<file path="src/rtl/splio_pkg.sv">
// Shared definitions for the serial LED-chain receiver.
//   SPLIO_WIDTH   : default frame length in bits
//   SPLIO_CNT_W   : width of the shifted-bit counter (holds up to WIDTH+1)
//   splio_state_t : framing state (IDLE / SHIFT / FULL / OVER)
package splio_pkg;

  localparam int SPLIO_WIDTH = 32;
  localparam int SPLIO_CNT_W = 6;

  typedef enum logic [1:0] {
    ST_IDLE  = 2'd0,   // nothing shifted since last clear/latch
    ST_SHIFT = 2'd1,   // 1 .. WIDTH-1 bits shifted
    ST_FULL  = 2'd2,   // exactly WIDTH bits shifted, latch is legal
    ST_OVER  = 2'd3    // more than WIDTH bits shifted
  } splio_state_t;

  // Saturating increment of the bit counter; sat is the ceiling value.
  function automatic logic [SPLIO_CNT_W-1:0] cnt_inc_sat(
    input logic [SPLIO_CNT_W-1:0] cnt,
    input logic [SPLIO_CNT_W-1:0] sat
  );
    if (cnt >= sat) begin
      return sat;
    end
    return cnt + SPLIO_CNT_W'(1);
  endfunction

endpackage

</file>
<file path="src/rtl/splio_rx_sync_edge.sv">
// Multi-flop synchronizer with edge detection for one asynchronous input.
// Ports:
//   clk, rst  : system clock, asynchronous active-high reset
//   async_in  : input from another clock domain / pin
//   level     : synchronized level (after STAGES flops)
//   rise/fall : one-cycle pulses on a synchronized 0->1 / 1->0 transition
module sync_edge
  #(
    parameter int STAGES = 2
  )
  (
    input  logic clk,
    input  logic rst,
    input  logic async_in,
    output logic level,
    output logic rise,
    output logic fall
  );

  logic [STAGES-1:0] chain_reg;
  logic              prev_reg;

  // First stage samples the pin; each following stage samples its predecessor.
  generate
    for (genvar gi = 0; gi < STAGES; gi++) begin : g_stage
      if (gi == 0) begin : g_first
        always_ff @(posedge clk or posedge rst) begin
          if (rst) begin
            chain_reg[gi] <= 1'b0;
          end else begin
            chain_reg[gi] <= async_in;
          end
        end
      end else begin : g_next
        always_ff @(posedge clk or posedge rst) begin
          if (rst) begin
            chain_reg[gi] <= 1'b0;
          end else begin
            chain_reg[gi] <= chain_reg[gi-1];
          end
        end
      end
    end
  endgenerate

  // Extra flop holding the previous synchronized value for edge detection.
  always_ff @(posedge clk or posedge rst) begin
    if (rst) begin
      prev_reg <= 1'b0;
    end else begin
      prev_reg <= chain_reg[STAGES-1];
    end
  end

  assign level = chain_reg[STAGES-1];
  assign rise  = chain_reg[STAGES-1] & ~prev_reg;
  assign fall  = ~chain_reg[STAGES-1] & prev_reg;

endmodule

</file>
<file path="src/rtl/splio_rx.sv">
// Serial LED-chain receiver. Oversamples the serial LED link on clk,
// shifts bits in MSB first and presents the reconstructed word on the
// rising edge of LED_PEN, flagging latches with the wrong bit count.
// Ports:
//   clk, rst     : system clock, asynchronous active-high reset
//   led_clk      : serial shift clock (async)
//   led_sout     : serial data, valid at led_clk rising edge
//   led_clrn     : active-low chain clear (level)
//   LED_PEN      : latch enable, rising edge latches the frame
//   P_Data       : last successfully latched frame
//   frame_valid  : one-cycle pulse when P_Data updates
//   frame_err    : one-cycle pulse on a rejected latch
//   bit_cnt      : bits shifted since last clear/latch, saturates at WIDTH+1
module splio_rx
  import splio_pkg::*;
  #(
    parameter int WIDTH       = SPLIO_WIDTH,
    parameter int SYNC_STAGES = 2
  )
  (
    input  logic                   clk,
    input  logic                   rst,
    input  logic                   led_clk,
    input  logic                   led_sout,
    input  logic                   led_clrn,
    input  logic                   LED_PEN,
    output logic [WIDTH-1:0]       P_Data,
    output logic                   frame_valid,
    output logic                   frame_err,
    output logic [SPLIO_CNT_W-1:0] bit_cnt
  );

  localparam logic [SPLIO_CNT_W-1:0] CNT_LAST = SPLIO_CNT_W'(WIDTH - 1);
  localparam logic [SPLIO_CNT_W-1:0] CNT_SAT  = SPLIO_CNT_W'(WIDTH + 1);

  // ---------------------------------------------------------------
  // Input synchronizers
  // ---------------------------------------------------------------
  logic lclk_level, lclk_rise, lclk_fall;
  logic sout_level, sout_rise, sout_fall;
  logic clrn_level, clrn_rise, clrn_fall;
  logic pen_level,  pen_rise,  pen_fall;

  sync_edge #(.STAGES(SYNC_STAGES)) u_sync_lclk (
    .clk      (clk),
    .rst      (rst),
    .async_in (led_clk),
    .level    (lclk_level),
    .rise     (lclk_rise),
    .fall     (lclk_fall)
  );

  sync_edge #(.STAGES(SYNC_STAGES)) u_sync_sout (
    .clk      (clk),
    .rst      (rst),
    .async_in (led_sout),
    .level    (sout_level),
    .rise     (sout_rise),
    .fall     (sout_fall)
  );

  sync_edge #(.STAGES(SYNC_STAGES)) u_sync_clrn (
    .clk      (clk),
    .rst      (rst),
    .async_in (led_clrn),
    .level    (clrn_level),
    .rise     (clrn_rise),
    .fall     (clrn_fall)
  );

  sync_edge #(.STAGES(SYNC_STAGES)) u_sync_pen (
    .clk      (clk),
    .rst      (rst),
    .async_in (LED_PEN),
    .level    (pen_level),
    .rise     (pen_rise),
    .fall     (pen_fall)
  );

  // Synchronizer outputs this receiver has no use for.
  logic unused_sync;
  assign unused_sync = ^{lclk_level, lclk_fall, sout_rise, sout_fall,
                         clrn_rise, clrn_fall, pen_level, pen_fall};

  // ---------------------------------------------------------------
  // State
  // ---------------------------------------------------------------
  splio_state_t           state_reg,  state_next;
  logic [SPLIO_CNT_W-1:0] cnt_reg,    cnt_next;
  logic [WIDTH-1:0]       sr_reg,     sr_next;
  logic [WIDTH-1:0]       p_data_reg, p_data_next;
  logic                   valid_reg,  valid_next;
  logic                   err_reg,    err_next;

  // Post-shift view of the frame, so a shift and a latch edge landing in
  // the same cycle are resolved with the shift applied first.
  splio_state_t           shift_state;
  logic [SPLIO_CNT_W-1:0] shift_cnt;
  logic [WIDTH-1:0]       shift_sr;

  always_ff @(posedge clk or posedge rst) begin
    if (rst) begin
      state_reg  <= ST_IDLE;
      cnt_reg    <= '0;
      sr_reg     <= '0;
      p_data_reg <= '0;
      valid_reg  <= 1'b0;
      err_reg    <= 1'b0;
    end else begin
      state_reg  <= state_next;
      cnt_reg    <= cnt_next;
      sr_reg     <= sr_next;
      p_data_reg <= p_data_next;
      valid_reg  <= valid_next;
      err_reg    <= err_next;
    end
  end

  always_comb begin
    state_next  = state_reg;
    cnt_next    = cnt_reg;
    sr_next     = sr_reg;
    p_data_next = p_data_reg;
    valid_next  = 1'b0;
    err_next    = 1'b0;
    shift_state = state_reg;
    shift_cnt   = cnt_reg;
    shift_sr    = sr_reg;

    if (!clrn_level) begin
      // Clear dominates: shifts and latch edges are dropped, no pulses.
      state_next = ST_IDLE;
      cnt_next   = '0;
      sr_next    = '0;
    end else begin
      if (lclk_rise) begin
        shift_sr  = {sr_reg[WIDTH-2:0], sout_level};
        shift_cnt = cnt_inc_sat(cnt_reg, CNT_SAT);
        unique case (state_reg)
          ST_IDLE:  shift_state = ST_SHIFT;
          ST_SHIFT: shift_state = (cnt_reg == CNT_LAST) ? ST_FULL : ST_SHIFT;
          ST_FULL:  shift_state = ST_OVER;
          ST_OVER:  shift_state = ST_OVER;
          default:  shift_state = ST_IDLE;
        endcase
      end

      sr_next = shift_sr;
      if (pen_rise) begin
        if (shift_state == ST_FULL) begin
          p_data_next = shift_sr;
          valid_next  = 1'b1;
        end else begin
          err_next    = 1'b1;
        end
        state_next = ST_IDLE;
        cnt_next   = '0;
      end else begin
        state_next = shift_state;
        cnt_next   = shift_cnt;
      end
    end
  end

  assign P_Data      = p_data_reg;
  assign frame_valid = valid_reg;
  assign frame_err   = err_reg;
  assign bit_cnt     = cnt_reg;

endmodule
</file>
<file path="config.mk">
export PLATFORM = sky130hd
export DESIGN_NAME = splio_rx
export DESIGN_NICKNAME = d
export VERILOG_FILES = /design/src/rtl/splio_pkg.sv /design/src/rtl/splio_rx_sync_edge.sv /design/src/rtl/splio_rx.sv
export SDC_FILE = /design/constraint.sdc
export NUM_CORES = 1
export LEC_CHECK = 0
export ABC_AREA = 1
export CAP_MARGIN = 10
export CELL_PAD_IN_SITES_DETAIL_PLACEMENT = 0
export CELL_PAD_IN_SITES_GLOBAL_PLACEMENT = 1
export CORE_MARGIN = 1
export CORE_UTILIZATION = 34
export DETAILED_ROUTE_END_ITERATION = 8
export GPL_TIMING_DRIVEN = 1
export PLACE_DENSITY = 0.73
export REMOVE_ABC_BUFFERS = 1
export SLEW_MARGIN = 5
export SYNTH_ARGS = -nofsm -noshare
export SYNTH_HDL_FRONTEND = slang
export SYNTH_HIERARCHICAL = 1
export SYNTH_SLANG_ARGS = --single-unit
</file>
<file path="constraint.sdc">
create_clock -name clk -period 3.5 [get_ports clk]
set_clock_uncertainty 0.2 [all_clocks]
set_input_delay 0.7 -clock clk [delete_from_list [all_inputs] [get_ports clk]]
set_output_delay 0.7 -clock clk [all_outputs]
set_load 0.1 [all_outputs]
</file>
==> flow_summary.toml, run 1 <==
[outcome]
status = "finished clean"

[layout]
fin_cells = 594
fin_util_pct = 41.7
nets = 463
diodes = 0
fillCellCount = 1073
drive_gt1_share_pct = 15.3
area_growth_pct = 18.4

[critical_path]
crit_path_max_fanout = 35
reg2reg_slack_ns = 1.24
critical_path_class = "register to register"
cp-startpoint = "bit_cnt[0]"
cp.required_ns = 3.55
reg2reg_from = "bit_cnt[0]"
arrival_ns = 2.30
r2r-end = "P_Data[29]"
r2r_cells = 8
start_kind = "register"
critPathCaptureType = "register"

[pwr]
p_comb_share_pct = 7.5
pwr-share-seq_pct = 52.1
p_int_w = 0.00147
max-vdd-ir-drop_mv = 0.158
switching_share_pct = 23.6
p_sw_w = 0.000454
p_total_w = 0.00193
clock_power_share_pct = 40.4
leakage_nw = 2.24
powerDensity_nw_per_um2 = 445

[clocking]
cts.sinks = 84
clkSlewWorstSetupHoldPaths_ns = 0.08
cts_inserted_buffers = 9
postCtsSetupBuffers = 0
cts_buffer_depth = 2
post_cts_resized = 0
cts_tree = "yes"
cts_hold_buf = 0
cts-root-buf = "clkbuf_8"
htreeDepth = 3
clock_latency_ns = 0.35

[floorplanning]
num_io_pins = 46
initial_core_util_pct = 35.2
rows = 37
die_x_um = 106
dieHeight_um = 106
die_area_um2 = 11200
core-area_um2 = 10400

[route]
routed.top_layer = "met4"
ant_nets = 0
wl_met1_um = 3380
dr.pass1.iters = 6
route.met2.wl_um = 3450
viasPerCell = 4.58
wl_per_cell_um = 12.1
route.vias.total = 2719
met3_length_um = 213
totalWireLength_um = 7180
drt_iter0_markers = 68
route.detailed.drc = 0

[grt]
antenna_found_initial = 0
grt_pass1_wl_um = 12300
grt_pass1_vias = 2684
grt_start_max_net_pins = 64
track_usage_pct = 14.0
grt.overflow.total = 0

[timing]
setup_viol = 0
fin_crit_ns = 2.26
timing.fmax_mhz = 443
slew_violations = 0
tightest_slew_ns = 0.624
finalHoldViolations = 0
relSlewSlack_pct = 58.4
rsz0062_at_grt = "no"
period_share_pct = 64.5

[yosys]
synth_warnings = 6
syn_area_um2 = 3650
synth_area_per_cell_um2 = 8.81
syn_inst = 415

[placement]
placed_cells = 579
hpwl_um = 4520
port_buffers = 45
gp_congestion = 0.723

[min_path]
holdPathStages = 0
min_to = "u_sync_pen/level"
hold_class = "register to register"
worstHoldStart = "u_sync_pen/chain_reg[0]"

[run]
drv_cap = 0
## through the flow
stage | TNS [ns] | area [um2] | hold slack [ns] | worst slack [ns]
floorplan | -13.74 | 3530 | 0.131 | -0.418
global placement | 0 | 4100 | 0.138 | 1.29
detailed placement | 0 | 4100 | 0.139 | 1.24
CTS | 0 | 4330 | 0.149 | 1.21
global route | 0 | 4330 | 0.160 | 1.01
finish | 0 | 4330 | 0.146 | 1.24
## critical path, stage by stage (launching register included)
cell     delay [ns]
dfrtp_1        0.43
ha_1           0.19
nand2_1        0.10
nor2_4         0.14
nand3_2        0.11
nand2_4        0.32
nand3_4        0.41
nand2_1        0.17
nand2_1        0.06
## area by class of cell
type / instances / area [um2] / area share (%)
Timing Repair Buffer: 50 / 400 / 9.25
Inverter: 70 / 263 / 6.07
Clock buffer: 11 / 151 / 3.50
Sequential cell: 84 / 2100 / 48.6
Multi-Input combinational cell: 239 / 1170 / 27.0
Tap cell: 136 / 170 / 3.93
Clock inverter: 4 / 72.6 / 1.68
## power by group through the flow
| stage | Sequential [W] | Clock, W | Combinational (W) |
|---|---|---|---|
| floorplan | 0.00103 | 0 | 0.0000976 |
| global placement | 0.00102 | 0 | 0.000144 |
| detailed placement | 0.00102 | 0 | 0.000146 |
| CTS | 0.00100 | 0.000801 | 0.000147 |
| global route | 0.00101 | 0.000836 | 0.000166 |
| finish | 0.00100 | 0.000779 | 0.000144 |
## how the worst max path moves through the flow
| stage | end | slack, ns | cells after the start |
|---|---|---|---|
| floorplan | P_Data[0] | -0.42 | 9 |
| global placement | P_Data[16] | 1.29 | 8 |
| detailed placement | P_Data[1] | 1.24 | 8 |
| CTS | P_Data[25] | 1.21 | 8 |
| global route | P_Data[4] | 1.01 | 8 |
| finish | P_Data[29] | 1.24 | 8 |
## layer usage
layer	vias to the layer above	GRT usage, %
li1	1373	-
met3	12	2.84
met1	1289	17.2
met5	-	0
met4	0	6.35
met2	45	23.4
## cell usage in the layout, fill, tap and decap left out, drive strengths merged
master	instances
ha	3
clkinvlp	1
inv	70
nand4	33
or2	1
o21ai	14
nand3	6
nand2	111
clkbuf	11
bufinv	2
o21a	20
dfrtp	84
buf	45
a21oi	10
nor2	41
clkinv	1
clkdlybuf4s50	5
(Power assumes the default switching activity.)
==> inputs of run 2 (changes only) <==
--- a/config.mk
+++ b/config.mk
@@ -13,7 +13,7 @@
 export CORE_UTILIZATION = 34
 export DETAILED_ROUTE_END_ITERATION = 8
 export GPL_TIMING_DRIVEN = 1
-export PLACE_DENSITY = 0.73
+export PLACE_DENSITY = 0.76
 export REMOVE_ABC_BUFFERS = 1
 export SLEW_MARGIN = 5
 export SYNTH_ARGS = -nofsm -noshare
==> constraint.sdc (replaced) <==
create_clock -name clk -period 1.88 [get_ports clk]
set_clock_uncertainty 0.2 [all_clocks]
set_input_delay 0.376 -clock clk [delete_from_list [all_inputs] [get_ports clk]]
set_output_delay 0.376 -clock clk [all_outputs]
set_load 0.1 [all_outputs]
==> run 2 against run 1 <==
  * Die area stayed put
  * Global-route usage is 0.53 points higher
  * Count of clock-buffer cells in the layout stayed put
  * Critical path type unchanged
  * Critical endpoint is now P_Data[20]
  * Largest cell class unchanged
==> flow_summary.toml, run 2 (synthesis results as in run 1) <==
[outcome]
status = "finished clean"

[grt]
grt_pass1_wl_um = 12800
grt_start_max_net_pins = 75
antenna_found_initial = 0
grt.overflow.total = 0
grt_pass1_vias = 2756
track_usage_pct = 14.5

[route]
route.vias.total = 2755
routed.top_layer = "met4"
drt_iter0_markers = 87
route.detailed.drc = 0
ant_nets = 0
dr.pass1.iters = 6
totalWireLength_um = 7290
wl_per_cell_um = 12.0
route.met2.wl_um = 3550
viasPerCell = 4.54
wl_met1_um = 3420
met3_length_um = 205

[placement]
detailedPlace.worstSlack_ns = 0.133
port_buffers = 45
hpwl_um = 4780
gp_congestion = 0.708
placed_cells = 591

[clocking]
clock_latency_ns = 0.35
clkSlewWorstSetupHoldPaths_ns = 0.08
cts.sinks = 84
cts_inserted_buffers = 9
cts_tree = "yes"
cts-root-buf = "clkbuf_8"
htreeDepth = 3
cts_buffer_depth = 2

[layout]
area_growth_pct = 35.0
fin_cells = 607
nets = 475
diodes = 0
layout_commonest_cell = "nand2_1"
layout_common_cells = "nand2_1, dfrtp_1, inv_1, buf_12, nor2_1"
drive_gt1_share_pct = 17.6

[timing]
hold-worst-slack_ns = 0.109
finalHoldViolations = 0
setup_viol = 0
fin_ws_ns = 0.140
fin_crit_ns = 1.74
period_share_pct = 92.6
fin_setup_tns_ns = 0
relSlewSlack_pct = 74.2
tightest_slew_ns = 0.388
rsz0062_at_grt = "no"
slew_violations = 0
timing.fmax_mhz = 575

[critical_path]
start_kind = "register"
cp_cell_sequence = "ha_1, nand2_1, nor2_4, nand2_2, nand2_2, buf_4, nand4_1, nand2_1"
crit_path_max_fanout = 13
cp.required_ns = 1.96
crit_slowest_cell = "dfrtp_1"
arrival_ns = 1.82
critPathMaxStageDelay_ns = 0.37
critPathCaptureType = "register"
critical_path_class = "register to register"

[run]
drv_cap = 0

[floorplanning]
num_io_pins = 46
dieHeight_um = 106
initial_core_util_pct = 35.2
die_x_um = 106
core-area_um2 = 10400
die_area_um2 = 11200
rows = 37

[min_path]
hold_class = "primary input to asynchronous set/reset pin"

[pwr]
leakage_nw = 2.40
max-vdd-ir-drop_mv = 0.332
powerDensity_nw_per_um2 = 710
-- run 2: cell type report --
type,instances,area [um2]
multi-input cells,239,1170
clock buffers,11,151
fillers,1015,5440
flip-flops and latches,84,2100
clock inverters,5,58.8
inverters,70,263
well taps,136,170
repair buffers,62,1020
-- run 2: report_power, final --
part / leakage, nW / total [W] / switching (W) / internal (W)
Clock: 0.102 / 0.00133 / 0.000644 / 0.000689
Combinational: 1.17 / 0.000299 / 0.000194 / 0.000105
Sequential: 1.14 / 0.00187 / 0.0000199 / 0.00185
-- run 2: through the flow --
stage	total power (W)	util, %	cell area [um2]
global route	0.00365	47.6	4930
global placement	0.00220	45.5	4720
CTS	0.00354	47.5	4930
finish	0.00350	47.6	4930
floorplan	0.00210	-	3530
detailed placement	0.00221	45.5	4720
-- run 2: final timing paths --
| path | startpoint | end | slack [ns] | cells past startpoint |
|---|---|---|---|---|
| hold reg to reg | u_sync_clrn/chain_reg[0] | u_sync_clrn/level | 0.16 | 0 |
| setup / recovery | bit_cnt[1] | P_Data[20] | 0.14 | 8 |
| setup reg to reg | bit_cnt[1] | P_Data[20] | 0.14 | 8 |
| min in group clk | u_sync_clrn/chain_reg[0] | u_sync_clrn/level | 0.16 | 0 |
| hold / removal | rst | u_sync_sout/chain_reg[0] | 0.11 | 2 |
| max in group asynchronous | rst | sr_reg[22] | 0.82 | 3 |
-- run 2: worst max-delay path, delay by kind of cell, from the launching register on --
| kind | cells | cell delay (ns) |
|---|---|---|
| fa+ha+maj | 1 | 0.19 |
| simple gates | 6 | 0.68 |
| flops | 1 | 0.37 |
| buf+inv | 1 | 0.23 |
-- run 2: per-layer routing --
metal  GRT usage [%]  vias to the layer above
met5               0                        -
met4            5.95                        0
met3            2.60                       10
met2            24.7                       40
met1            18.0                     1310
li1                -                     1395
-- run 2: timing repair --
item	in CTS	in global routing
endpoints found under the hold margin	0	0
resized for setup	0	1
buffers inserted	0	0
endpoints found under the setup margin	0	6
hold buffers	0	0
==> inputs of run 3 (changes only) <==
--- a/config.mk
+++ b/config.mk
@@ -6,7 +6,6 @@
 export NUM_CORES = 1
 export LEC_CHECK = 0
 export ABC_AREA = 1
-export CAP_MARGIN = 10
 export CELL_PAD_IN_SITES_DETAIL_PLACEMENT = 0
 export CELL_PAD_IN_SITES_GLOBAL_PLACEMENT = 1
 export CORE_MARGIN = 1
==> results of run 3 <==
The final DEF is identical to that of run 2; final timing and power are the same.
